### config.mk
export PLATFORM = sky130hd
export DESIGN_NAME = uart_tx_arbiter
export DESIGN_NICKNAME = d
export VERILOG_FILES = /design/src/rtl/uart_tx_pkg.sv /design/src/rtl/uart_tx_arbiter_rr_picker.sv /design/src/rtl/uart_tx_arbiter.sv
export SDC_FILE = /design/constraint.sdc
export NUM_CORES = 1
export LEC_CHECK = 0
export ABC_AREA = 1
export BUFFER_PORTS_ARGS = -buffer_cell sky130_fd_sc_hd__buf_2
export CAP_MARGIN = 20
export CELL_PAD_IN_SITES_DETAIL_PLACEMENT = 1
export CELL_PAD_IN_SITES_GLOBAL_PLACEMENT = 2
export CORE_UTILIZATION = 22
export CTS_CLUSTER_SIZE = 14
export DETAILED_ROUTE_END_ITERATION = 16
export PLACE_DENSITY_LB_ADDON = 0.25
export REMOVE_ABC_BUFFERS = 1
export SYNTH_ARGS = -nofsm -noshare
export SYNTH_HDL_FRONTEND = slang
export SYNTH_HIERARCHICAL = 1
export SYNTH_SLANG_ARGS = --single-unit
export TNS_END_PERCENT = 5
### constraint.sdc
create_clock -name CLK -period 2.6 [get_ports CLK]
set_input_delay 0.26 -clock CLK [delete_from_list [all_inputs] [get_ports CLK]]
set_output_delay 0.26 -clock CLK [all_outputs]
set_load 0.005 [all_outputs]
### src/rtl/uart_tx_pkg.sv
// Shared definitions for the UART transmit arbiter.
//   arb_state_t   : arbiter FSM state encoding
//   TIMEOUT_LIMIT : cycles WAIT_BUSY may see tx_busy low before the frame is
//                   abandoned (only used when UART_TX_ARB_TIMEOUT_EN is defined)
package uart_tx_pkg;

   typedef enum logic [1:0] {
      ST_IDLE      = 2'd0,
      ST_LAUNCH    = 2'd1,
      ST_WAIT_BUSY = 2'd2,
      ST_WAIT_DONE = 2'd3
   } arb_state_t;

   localparam logic [7:0] TIMEOUT_LIMIT = 8'd255;

endpackage

### src/rtl/uart_tx_arbiter_rr_picker.sv
// rr_picker: combinational round-robin winner selection.
//   req_valid  in  : pending requests, one bit per requester
//   last_grant in  : index of the most recently granted requester
//   winner     out : first valid index at or after last_grant+1, with wrap
//   found      out : at least one request is valid
module rr_picker #(
   parameter int NUM_REQ  = 4,
   parameter int ID_WIDTH = 2
) (
   input  logic [NUM_REQ-1:0]  req_valid,
   input  logic [ID_WIDTH-1:0] last_grant,
   output logic [ID_WIDTH-1:0] winner,
   output logic                found
);

   logic [ID_WIDTH-1:0] start;
   logic [NUM_REQ-1:0]  rot;

   assign start = (last_grant == ID_WIDTH'(NUM_REQ - 1)) ? '0 : last_grant + 1'b1;

   // Rotate so the search start sits at bit 0; a plain priority encode then
   // gives the offset from start.
   assign rot = NUM_REQ'({req_valid, req_valid} >> start);

   always_comb begin
      int pos;
      found = 1'b0;
      pos   = 0;
      for (int k = NUM_REQ - 1; k >= 0; k--) begin
         if (rot[k]) begin
            found = 1'b1;
            pos   = k;
         end
      end
      pos = pos + int'(start);
      if (pos >= NUM_REQ) begin
         pos = pos - NUM_REQ;
      end
      winner = ID_WIDTH'(pos);
   end

endmodule

### src/rtl/uart_tx_arbiter.sv
// uart_tx_arbiter: shares one UART transmitter between NUM_REQ requesters,
// round-robin, one frame at a time.
//   CLK, RST        : clock, asynchronous active-low reset
//   req_valid/data/par_en/par_typ : per-requester byte and parity settings
//   req_ready       : one-cycle pulse to the requester whose byte was taken
//   tx_p_data, tx_data_valid, tx_par_en, tx_par_typ : to the transmitter
//   tx_busy         : transmitter busy
//   grant_id        : owner of the current frame
//   arb_busy        : arbiter is not idle
//   timeout_err     : (UART_TX_ARB_TIMEOUT_EN only) transmitter never went busy
//
// state        | meaning
// -------------+-------------------------------------------------------
// ST_IDLE      | free; grants when a request is pending and tx_busy low
// ST_LAUNCH    | one cycle: tx_data_valid and req_ready[winner] asserted
// ST_WAIT_BUSY | waiting for the transmitter to pick up the byte
// ST_WAIT_DONE | transmitter busy; return to idle when it drops
module uart_tx_arbiter
   import uart_tx_pkg::*;
#(
   parameter int DATA_WIDTH = 8,
   parameter int NUM_REQ    = 4,
   parameter int ID_WIDTH   = 2
) (
   input  logic                          CLK,
   input  logic                          RST,
   input  logic [NUM_REQ-1:0]            req_valid,
   input  logic [NUM_REQ*DATA_WIDTH-1:0] req_data,
   input  logic [NUM_REQ-1:0]            req_par_en,
   input  logic [NUM_REQ-1:0]            req_par_typ,
   output logic [NUM_REQ-1:0]            req_ready,
   output logic [DATA_WIDTH-1:0]         tx_p_data,
   output logic                          tx_data_valid,
   output logic                          tx_par_en,
   output logic                          tx_par_typ,
   input  logic                          tx_busy,
   output logic [ID_WIDTH-1:0]           grant_id,
   output logic                          arb_busy
`ifdef UART_TX_ARB_TIMEOUT_EN
   ,
   output logic                          timeout_err
`endif
);

   arb_state_t          state_q, state_d;
   logic [ID_WIDTH-1:0] last_grant_q;
   logic [ID_WIDTH-1:0] winner;
   logic                found;
   logic                capture;
   logic                tmo_hit;
   logic [NUM_REQ-1:0]  win_onehot;
   logic [DATA_WIDTH-1:0] win_data;
   logic                win_par_en;
   logic                win_par_typ;

   rr_picker #(
      .NUM_REQ  (NUM_REQ),
      .ID_WIDTH (ID_WIDTH)
   ) u_rr_picker (
      .req_valid  (req_valid),
      .last_grant (last_grant_q),
      .winner     (winner),
      .found      (found)
   );

   assign win_onehot  = NUM_REQ'(1) << winner;
   assign win_data    = DATA_WIDTH'(req_data >> (int'(winner) * DATA_WIDTH));
   assign win_par_en  = |(req_par_en & win_onehot);
   assign win_par_typ = |(req_par_typ & win_onehot);

`ifdef UART_TX_ARB_TIMEOUT_EN
   // Down-counter loaded in LAUNCH; terminal count in WAIT_BUSY with tx_busy
   // still low marks the 255th idle cycle.
   logic [7:0] tmo_cnt_q;

   assign tmo_hit = (state_q == ST_WAIT_BUSY) && !tx_busy && (tmo_cnt_q == '0);

   always_ff @(posedge CLK or negedge RST) begin
      if (!RST) begin
         tmo_cnt_q   <= '0;
         timeout_err <= 1'b0;
      end else begin
         timeout_err <= tmo_hit;
         if (state_q == ST_LAUNCH) begin
            tmo_cnt_q <= TIMEOUT_LIMIT - 8'd1;
         end else if ((state_q == ST_WAIT_BUSY) && !tx_busy && (tmo_cnt_q != '0)) begin
            tmo_cnt_q <= tmo_cnt_q - 8'd1;
         end
      end
   end
`else
   assign tmo_hit = 1'b0;
`endif

   always_comb begin
      state_d       = state_q;
      capture       = 1'b0;
      tx_data_valid = 1'b0;
      req_ready     = '0;
      arb_busy      = (state_q != ST_IDLE);
      unique case (state_q)
         ST_IDLE: begin
            if (found && !tx_busy) begin
               state_d = ST_LAUNCH;
               capture = 1'b1;
            end
         end
         ST_LAUNCH: begin
            tx_data_valid = 1'b1;
            req_ready     = NUM_REQ'(1) << grant_id;
            state_d       = ST_WAIT_BUSY;
         end
         ST_WAIT_BUSY: begin
            if (tx_busy) begin
               state_d = ST_WAIT_DONE;
            end else if (tmo_hit) begin
               state_d = ST_IDLE;
            end
         end
         ST_WAIT_DONE: begin
            if (!tx_busy) begin
               state_d = ST_IDLE;
            end
         end
         default: state_d = ST_IDLE;
      endcase
   end

   always_ff @(posedge CLK or negedge RST) begin
      if (!RST) begin
         state_q      <= ST_IDLE;
         last_grant_q <= ID_WIDTH'(NUM_REQ - 1);
         tx_p_data    <= '0;
         tx_par_en    <= 1'b0;
         tx_par_typ   <= 1'b0;
         grant_id     <= '0;
      end else begin
         state_q <= state_d;
         // Captured once on selection so a requester dropping req_valid
         // later cannot disturb the frame in flight.
         if (capture) begin
            tx_p_data  <= win_data;
            tx_par_en  <= win_par_en;
            tx_par_typ <= win_par_typ;
            grant_id   <= winner;
         end
         if (state_q == ST_LAUNCH) begin
            last_grant_q <= grant_id;
         end
      end
   end

endmodule

==> metrics.txt, run 1 <==
# TYPE chip_impl_metric gauge
chip_impl_metric{name="antenna_found_initial",unit=""} 0
chip_impl_metric{name="total_via_count_after_detailed_routing",unit=""} 1611
chip_impl_metric{name="post_drt_wl_per_cell",unit="um"} 11.03
chip_impl_metric{name="design_area_final",unit="um^2"} 1903
chip_impl_metric{name="grt_pass1_vias",unit=""} 1631
chip_impl_metric{name="std_cell_rows",unit=""} 28
chip_impl_metric{name="crit_fanout",unit=""} 7
chip_impl_metric{name="htree_levels",unit=""} 1
chip_impl_metric{name="finalCritPeriodShare",unit=""} 0.9159
chip_impl_metric{name="internal",unit="mW"} 1.567
chip_impl_metric{name="r2r.worst_path.cells",unit=""} 16
chip_impl_metric{name="worstMarginPinSlew",unit="ns"} 0.3956
chip_impl_info{name="synth_largest_area_cell",value="sky130_fd_sc_hd__nand2_1"} 1
chip_impl_metric{name="drc",unit=""} 0
chip_impl_metric{name="cts.clk_slew.worst_paths",unit="ns"} 0.07
chip_impl_metric{name="vdd.ir_drop.worst",unit="uV"} 724.9
chip_impl_metric{name="critPathArrivalTime",unit="ns"} 2.53
chip_impl_info{name="holdCritPathClass",value="input port to flop"} 1
chip_impl_metric{name="final_antenna_net_count",unit=""} 0
chip_impl_metric{name="reg2reg_slack",unit="ns"} 0.22
chip_impl_info{name="setup.worst_path.end_class",value="flop"} 1
chip_impl_metric{name="clockPowerShare",unit=""} 0.068
chip_impl_metric{name="post_drt_via_cell_ratio",unit=""} 4.195
chip_impl_metric{name="floorplan.io_pins",unit=""} 65
chip_impl_metric{name="clock-sinks",unit=""} 16
chip_impl_metric{name="slew_headroom",unit=""} 0.7363
chip_impl_info{name="worstReg2RegStart",value="last_grant_q[0]"} 1
chip_impl_metric{name="synth.avg_cell_area",unit="um^2"} 5.759
chip_impl_metric{name="netlist.area_leader.share",unit=""} 0.3845
chip_impl_info{name="outcome",value="finished clean"} 1
chip_impl_metric{name="ys_ff_latch",unit=""} 16
chip_impl_metric{name="fin_crit",unit="ns"} 2.381
chip_impl_metric{name="synth.lib_cells_used.distinct",unit=""} 20
chip_impl_metric{name="switching_share",unit=""} 0.5419
chip_impl_metric{name="totalWireLength",unit="mm"} 4.237
chip_impl_metric{name="clk_latency",unit="ns"} 0.26
chip_impl_info{name="rsz0062_at_grt",value="false"} 1
chip_impl_metric{name="finalCoreUtilization",unit=""} 0.3177
chip_impl_metric{name="finalHoldViolCount",unit=""} 0
chip_impl_metric{name="leakage_power",unit="nW"} 1.182
chip_impl_metric{name="grt_util_all_layers",unit=""} 0.1414
chip_impl_metric{name="cts_made_buffers",unit=""} 3
chip_impl_metric{name="drt_pre_antenna_iters",unit=""} 4
chip_impl_info{name="worst_setup_path_startpoint",value="last_grant_q[0]"} 1
chip_impl_metric{name="finalWeightedCongestion",unit=""} 0.7543
chip_impl_metric{name="netlist_area",unit="um^2"} 1376
chip_impl_metric{name="whs_path_depth",unit=""} 5
chip_impl_metric{name="die_width",unit="um"} 81.10
chip_impl_info{name="rr_endpoint",value="tx_p_data[4]"} 1
chip_impl_info{name="hold_end",value="tx_par_en"} 1
chip_impl_metric{name="diodes",unit=""} 0
chip_impl_metric{name="grt_start_max_net_pins",unit=""} 19
chip_impl_metric{name="area_growth",unit="%"} 38.27
chip_impl_metric{name="filler_cell_count",unit=""} 826
chip_impl_metric{name="p_seq_frac",unit=""} 0.139
chip_impl_info{name="most-common-layout-cells",value="sky130_fd_sc_hd__nand2_1, sky130_fd_sc_hd__buf_2, sky130_fd_sc_hd__nand3_1, sky130_fd_sc_hd__inv_1, sky130_fd_sc_hd__dfrtp_1"} 1
chip_impl_metric{name="design.die.area",unit="um^2"} 6576
chip_impl_metric{name="layout-drive-gt1-share",unit=""} 0.3074
chip_impl_metric{name="final_worst_clock_skew",unit="ns"} 0.005094
chip_impl_metric{name="report.final.slew_viol_count",unit=""} 0
chip_impl_metric{name="placement.cell_area",unit="um^2"} 1793
chip_impl_metric{name="grt_overflow",unit=""} 0
chip_impl_metric{name="finish.net_count",unit=""} 363
chip_impl_info{name="ctsRootBufferMaster",value="sky130_fd_sc_hd__clkbuf_8"} 1
chip_impl_info{name="path_class",value="flop to flop"} 1
chip_impl_info{name="ys_top_cells_by_area",value="sky130_fd_sc_hd__nand2_1, sky130_fd_sc_hd__dfrtp_1, sky130_fd_sc_hd__nand3_1"} 1
chip_impl_metric{name="cap_violations",unit=""} 0
chip_impl_info{name="cts_tree",value="done"} 1
chip_impl_metric{name="comb_power_share",unit=""} 0.793
chip_impl_info{name="hold_start",value="req_par_en[0]"} 1
chip_impl_info{name="most_common_library_cell_in_the_layout_ignoring_fill_and_taps",value="sky130_fd_sc_hd__nand2_1"} 1
chip_impl_metric{name="post_syn_instances",unit=""} 239
chip_impl_metric{name="fmax",unit="MHz"} 419.9
chip_impl_metric{name="dp.final_hpwl",unit="mm"} 3.371
chip_impl_metric{name="die_h",unit="um"} 81.10
chip_impl_metric{name="setup_ws",unit="ns"} 0.2186
chip_impl_metric{name="worst_hold_slack",unit="ns"} 0.3305
chip_impl_metric{name="power.switching",unit="mW"} 1.854
chip_impl_metric{name="cts.path.max_buffers",unit=""} 2
chip_impl_metric{name="critical_path_required",unit="ns"} 2.75
chip_impl_metric{name="design.core.area",unit="um^2"} 5991
chip_impl_metric{name="effective_utilization_at_floorplan",unit=""} 0.2297
chip_impl_metric{name="yosysWarnings",unit=""} 6
chip_impl_metric{name="placement.setup.worst_slack",unit="ns"} 0.1169
chip_impl_info{name="worst_setup_path_start_kind",value="flop"} 1
chip_impl_metric{name="drt_iter0_drc",unit=""} 35
chip_impl_metric{name="port_buffers",unit=""} 64
chip_impl_metric{name="grt_first_pass_wirelength",unit="mm"} 7.210
chip_impl_metric{name="power-per-cell-area",unit="nW/um^2"} 1798
chip_impl_metric{name="synth.yosys.seq_area_share",unit=""} 0.2927
chip_impl_metric{name="setup_viol",unit=""} 0
through the flow:
| stage | power (mW) | std cells | TNS, ns |
|---|---|---|---|
| 3_3_place_gp | 2.978 | 376 | 0 |
| 5_1_grt | 3.907 | 384 | 0 |
| 6_report | 3.421 | 384 | 0 |
| 4_1_cts | 3.257 | 381 | 0 |
| 3_5_place_dp | 3.003 | 376 | 0 |
| 2_1_floorplan | 2.140 | 232 | -2.834 |
state kept, by name, indices dropped and copies added (netlist names):
register,cells
grant_id,2
last_grant_q,2
tx_p_data,8
tx_par_typ,1
tx_par_en,1
state_q,2
final cells by class:
type	count	area, um^2	area share
Multi-Input combinational cell	192	858.3	0.4510
Sequential cell	16	402.9	0.2117
Timing Repair Buffer	73	394.1	0.2071
Inverter	24	98.84	0.05194
Tap cell	75	93.84	0.04931
Clock buffer	4	55.05	0.02893
Yosys cell counts:
library cell and instances:
sky130_fd_sc_hd__o21ai_1 1, sky130_fd_sc_hd__o21ai_0 2, sky130_fd_sc_hd__nor3_1 2, sky130_fd_sc_hd__nand3_1 21
sky130_fd_sc_hd__or2_2 1, sky130_fd_sc_hd__nand2_2 4, sky130_fd_sc_hd__inv_1 21, sky130_fd_sc_hd__nor2_2 1
sky130_fd_sc_hd__ha_1 6, sky130_fd_sc_hd__buf_4 1, sky130_fd_sc_hd__nor2_4 2, sky130_fd_sc_hd__nand2_4 1
sky130_fd_sc_hd__buf_2 6, sky130_fd_sc_hd__clkinv_1 1, sky130_fd_sc_hd__inv_2 2, sky130_fd_sc_hd__nor2_1 8
sky130_fd_sc_hd__dfstp_2 2, sky130_fd_sc_hd__nand2_1 141, sky130_fd_sc_hd__a21oi_1 2, sky130_fd_sc_hd__dfrtp_1 14
critical path, stage by stage (launching register included):
cell	delay, ns
sky130_fd_sc_hd__dfstp_2	0.59
sky130_fd_sc_hd__ha_2	0.35
sky130_fd_sc_hd__inv_4	0.10
sky130_fd_sc_hd__nand3_1	0.09
sky130_fd_sc_hd__nand2_2	0.11
sky130_fd_sc_hd__inv_1	0.04
sky130_fd_sc_hd__nand2_1	0.08
sky130_fd_sc_hd__nand3_1	0.11
sky130_fd_sc_hd__inv_2	0.10
sky130_fd_sc_hd__nand2_1	0.07
sky130_fd_sc_hd__nand2_2	0.10
sky130_fd_sc_hd__clkinvlp_4	0.13
sky130_fd_sc_hd__buf_4	0.17
sky130_fd_sc_hd__nand2_1	0.06
sky130_fd_sc_hd__nand2_1	0.07
sky130_fd_sc_hd__nand2_1	0.06
sky130_fd_sc_hd__nand2_1	0.04
kinds of logic (layout without fill, tap and decap cells):
family / after synthesis / after routing / share of synthesized area
flops: 16 / 16 / 0.2927
fa+ha+maj: 6 / 6 / 0.05454
compound gates: 5 / 5 / 0.01818
simple gates: 181 / 181 / 0.5418
buf+inv: 31 / 101 / 0.09273
timing repair:
| item | CTS | global route |
|---|---|---|
| hold buffers | 1 | 0 |
| resized for setup | 0 | 10 |
| endpoints found under the setup margin | 0 | 10 |
| setup buffers | 0 | 3 |
| hold endpoints to repair | 14 | 0 |
power groups by stage:
stage | sequential, mW | clock, mW | combinational, mW
final | 0.476 | 0.233 | 2.71
after global routing | 0.494 | 0.249 | 3.16
after CTS | 0.480 | 0.240 | 2.54
after detailed placement | 0.484 | 0 | 2.52
after global placement | 0.478 | 0 | 2.50
after floorplan | 0.470 | 0 | 1.67
routing by layer:
| metal | vias to the layer above | track usage | wire length [um] |
|---|---|---|---|
| li1 | 861 | - | - |
| met2 | 41 | 0.2462 | 2025 |
| met3 | 5 | 0.03820 | 215 |
| met1 | 704 | 0.1762 | 1972 |
| met5 | - | 0 | 0 |
| met4 | 0 | 0.02143 | 25 |
how the worst max path moves through the flow:
stage / endpoint
floorplan: tx_p_data[0]
global placement: tx_p_data[4]
detailed placement: tx_p_data[4]
CTS: tx_p_data[4]
global route: tx_p_data[4]
finish: tx_p_data[4]
Power figures use the tool's default switching activity.
==> run 2, diff against run 1 <==
--- a/config.mk
+++ b/config.mk
@@ -10,7 +10,7 @@
 export CAP_MARGIN = 20
 export CELL_PAD_IN_SITES_DETAIL_PLACEMENT = 1
 export CELL_PAD_IN_SITES_GLOBAL_PLACEMENT = 2
-export CORE_UTILIZATION = 22
+export CORE_UTILIZATION = 20
 export CTS_CLUSTER_SIZE = 14
 export DETAILED_ROUTE_END_ITERATION = 16
 export PLACE_DENSITY_LB_ADDON = 0.25
==> constraint.sdc (replaced) <==
create_clock -name CLK -period 2 [get_ports CLK]
set_input_delay 0.2 -clock CLK [delete_from_list [all_inputs] [get_ports CLK]]
set_output_delay 0.2 -clock CLK [all_outputs]
set_load 0.005 [all_outputs]
==> metrics.txt, run 2 (same netlist as run 1, synthesis figures left out) <==
# TYPE chip_impl_metric gauge
chip_impl_info{name="outcome",value="finished, violations left"} 1
chip_impl_info{name="violated_checks",value="design-rule violations, negative setup slack"} 1
chip_impl_metric{name="r2r.worst_path.cells",unit=""} 19
chip_impl_metric{name="post_drt_via_cell_ratio",unit=""} 4.174
chip_impl_metric{name="floorplan.io_pins",unit=""} 65
chip_impl_metric{name="cts.path.max_buffers",unit=""} 2
chip_impl_metric{name="worst_hold_slack",unit="ns"} 0.2790
chip_impl_metric{name="cts.clk_slew.worst_paths",unit="ns"} 0.07
chip_impl_info{name="cell_family_with_most_cp_delay",value="simple AND/OR/NAND/NOR gates"} 1
chip_impl_metric{name="fin_crit",unit="ns"} 2.180
chip_impl_metric{name="std_cell_rows",unit=""} 29
chip_impl_info{name="rr_endpoint",value="tx_p_data[4]"} 1
chip_impl_metric{name="finish.net_count",unit=""} 373
chip_impl_info{name="hold_start",value="req_par_en[0]"} 1
chip_impl_info{name="crit_path_frequent_cell",value="sky130_fd_sc_hd__nand2_1"} 1
chip_impl_metric{name="layout-drive-gt1-share",unit=""} 0.4107
chip_impl_metric{name="drc",unit=""} 3
chip_impl_metric{name="die_width",unit="um"} 84.96
chip_impl_metric{name="cts_made_buffers",unit=""} 3
chip_impl_metric{name="area_growth",unit="%"} 53.09
chip_impl_info{name="most_common_library_cell_in_the_layout_ignoring_fill_and_taps",value="sky130_fd_sc_hd__nand2_1"} 1
chip_impl_metric{name="largest_register_ff_count",unit=""} 8
chip_impl_info{name="most-common-layout-cells",value="sky130_fd_sc_hd__nand2_1, sky130_fd_sc_hd__buf_2, sky130_fd_sc_hd__inv_1, sky130_fd_sc_hd__nand2_2, sky130_fd_sc_hd__dfrtp_1"} 1
chip_impl_metric{name="whs_path_depth",unit=""} 5
chip_impl_info{name="critical_path.cell_chain",value="ha_4 > inv_2 > nand2_4 > nand2_4 > nand3_2 > nand2_2 > inv_2 > nand2_2 > nand3_2 > inv_2 > nor2_4 > buf_6 > buf_6 > nand2_1 > nand2_1 > nand2_1 > nand2_1 > nand2_1 > nand2_1"} 1
chip_impl_metric{name="die_h",unit="um"} 84.96
chip_impl_metric{name="finalCoreUtilization",unit=""} 0.3244
chip_impl_metric{name="filler_cell_count",unit=""} 861
chip_impl_metric{name="critPathArrivalTime",unit="ns"} 2.38
chip_impl_metric{name="worstPathBufferInverterCount",unit=""} 5
chip_impl_metric{name="placement.cell_area",unit="um^2"} 1841
chip_impl_metric{name="cap_violations",unit=""} 0
chip_impl_metric{name="setup_viol",unit=""} 10
chip_impl_metric{name="worstMarginPinSlew",unit="ns"} 0.4084
chip_impl_metric{name="port_buffers",unit=""} 64
chip_impl_metric{name="design.core.area",unit="um^2"} 6495
chip_impl_info{name="ctsRootBufferMaster",value="sky130_fd_sc_hd__clkbuf_8"} 1
chip_impl_info{name="max_flop_register",value="tx_p_data"} 1
chip_impl_metric{name="design.die.area",unit="um^2"} 7217
chip_impl_info{name="rsz0062_at_grt",value="true"} 1
chip_impl_metric{name="dp.final_hpwl",unit="mm"} 3.418
chip_impl_info{name="worst_path_max_delay_cell",value="sky130_fd_sc_hd__dfstp_2"} 1
chip_impl_metric{name="clk_latency",unit="ns"} 0.25
chip_impl_metric{name="antenna_found_initial",unit=""} 0
chip_impl_metric{name="htree_levels",unit=""} 1
chip_impl_metric{name="fmax",unit="MHz"} 458.8
chip_impl_metric{name="grt_first_pass_wirelength",unit="mm"} 7.831
chip_impl_metric{name="report.final.slew_viol_count",unit=""} 0
chip_impl_metric{name="worst_path_largest_cell_delay",unit="ns"} 0.56
chip_impl_metric{name="drt_pre_antenna_iters",unit=""} 10
chip_impl_info{name="setup.worst_path.end_class",value="flop"} 1
chip_impl_metric{name="design_area_final",unit="um^2"} 2107
chip_impl_metric{name="post_drt_wl_per_cell",unit="um"} 11.48
chip_impl_metric{name="crit_fanout",unit=""} 7
chip_impl_metric{name="clock-sinks",unit=""} 16
chip_impl_metric{name="grt_util_all_layers",unit=""} 0.1328
chip_impl_metric{name="effective_utilization_at_floorplan",unit=""} 0.2119
chip_impl_info{name="path_class",value="flop to flop"} 1
chip_impl_metric{name="reg2reg_slack",unit="ns"} -0.18
chip_impl_metric{name="totalWireLength",unit="mm"} 4.548
chip_impl_info{name="hold_end",value="tx_par_en"} 1
chip_impl_metric{name="final_antenna_net_count",unit=""} 0
chip_impl_metric{name="slew_headroom",unit=""} 0.7277
chip_impl_metric{name="setup_ws",unit="ns"} -0.1796
chip_impl_info{name="worst_setup_path_start_kind",value="flop"} 1
chip_impl_metric{name="grt_start_max_net_pins",unit=""} 19
chip_impl_metric{name="finalCritPeriodShare",unit=""} 1.090
chip_impl_metric{name="drt_iter0_drc",unit=""} 31
chip_impl_metric{name="diodes",unit=""} 0
chip_impl_info{name="holdCritPathClass",value="input port to flop"} 1
chip_impl_info{name="cts_tree",value="done"} 1
chip_impl_metric{name="final_worst_clock_skew",unit="ns"} 0.002436
chip_impl_metric{name="total_via_count_after_detailed_routing",unit=""} 1653
chip_impl_metric{name="critical_path_required",unit="ns"} 2.20
chip_impl_metric{name="grt_pass1_vias",unit=""} 1750
chip_impl_metric{name="grt_overflow",unit=""} 0
chip_impl_info{name="worstReg2RegStart",value="last_grant_q[1]"} 1
chip_impl_metric{name="finalWeightedCongestion",unit=""} 0.7204
chip_impl_metric{name="finalHoldViolCount",unit=""} 0
## run 2: what timing repair did
item | 4_1_cts | 5_1_grt
hold buffers | 1 | 0
endpoints found under the setup margin | 12 | 14
cloned | 2 | 1
hold endpoints to repair | 14 | 0
pin swaps | 3 | 21
gates resized for setup | 25 | 30
buffers inserted | 3 | 2
## run 2: worst max path at each step
stage / startpoint / endpoint / slack [ns] / cells past startpoint
2_1_floorplan: last_grant_q[0] / tx_p_data[0] / -0.89 / 18
3_3_place_gp: last_grant_q[1] / tx_par_typ / -0.32 / 16
3_5_place_dp: last_grant_q[1] / tx_par_typ / -0.34 / 16
4_1_cts: last_grant_q[0] / tx_p_data[2] / -0.12 / 18
5_1_grt: last_grant_q[1] / tx_p_data[0] / -0.36 / 19
6_report: last_grant_q[1] / tx_p_data[4] / -0.18 / 19
## run 2: per-stage QoR
stage | worst slack [ns] | instances | TNS (ns)
finish | -0.1796 | 396 | -1.322
global route | -0.3553 | 396 | -3.559
CTS | -0.1190 | 394 | -1.085
detailed placement | -0.3363 | 384 | -3.544
global placement | -0.3247 | 384 | -3.357
floorplan | -0.8875 | 232 | -9.415
## run 2: final cells by class
type | instances | area (um^2) | share of cell area
repair buffers | 82 | 481.7 | 0.2286
inverters | 24 | 102.6 | 0.04869
repair inverters | 1 | 6.256 | 0.002969
flip-flops and latches | 16 | 402.9 | 0.1912
multi-input cells | 192 | 972.2 | 0.4614
well taps | 77 | 96.34 | 0.04572
clock buffers | 4 | 45.04 | 0.02138
## run 2: metal layers
metal / vias up / global-route usage / wire length (um)
li1: 880 / - / -
met1: 719 / 0.1787 / 2122
met2: 50 / 0.2185 / 2147
met3: 4 / 0.02626 / 249
met4: 0 / 0.03236 / 29
met5: - / 0 / 0
## run 2: worst min-delay path: cells and delay by family
kind	cells	cell delay (ns)
simple gates	4	0.22
buf+inv	1	0.08
Power of run 2 is left out: the tool's default activity adds up to more than one toggle a clock period on the data nets, which glitch-free logic cannot reach.
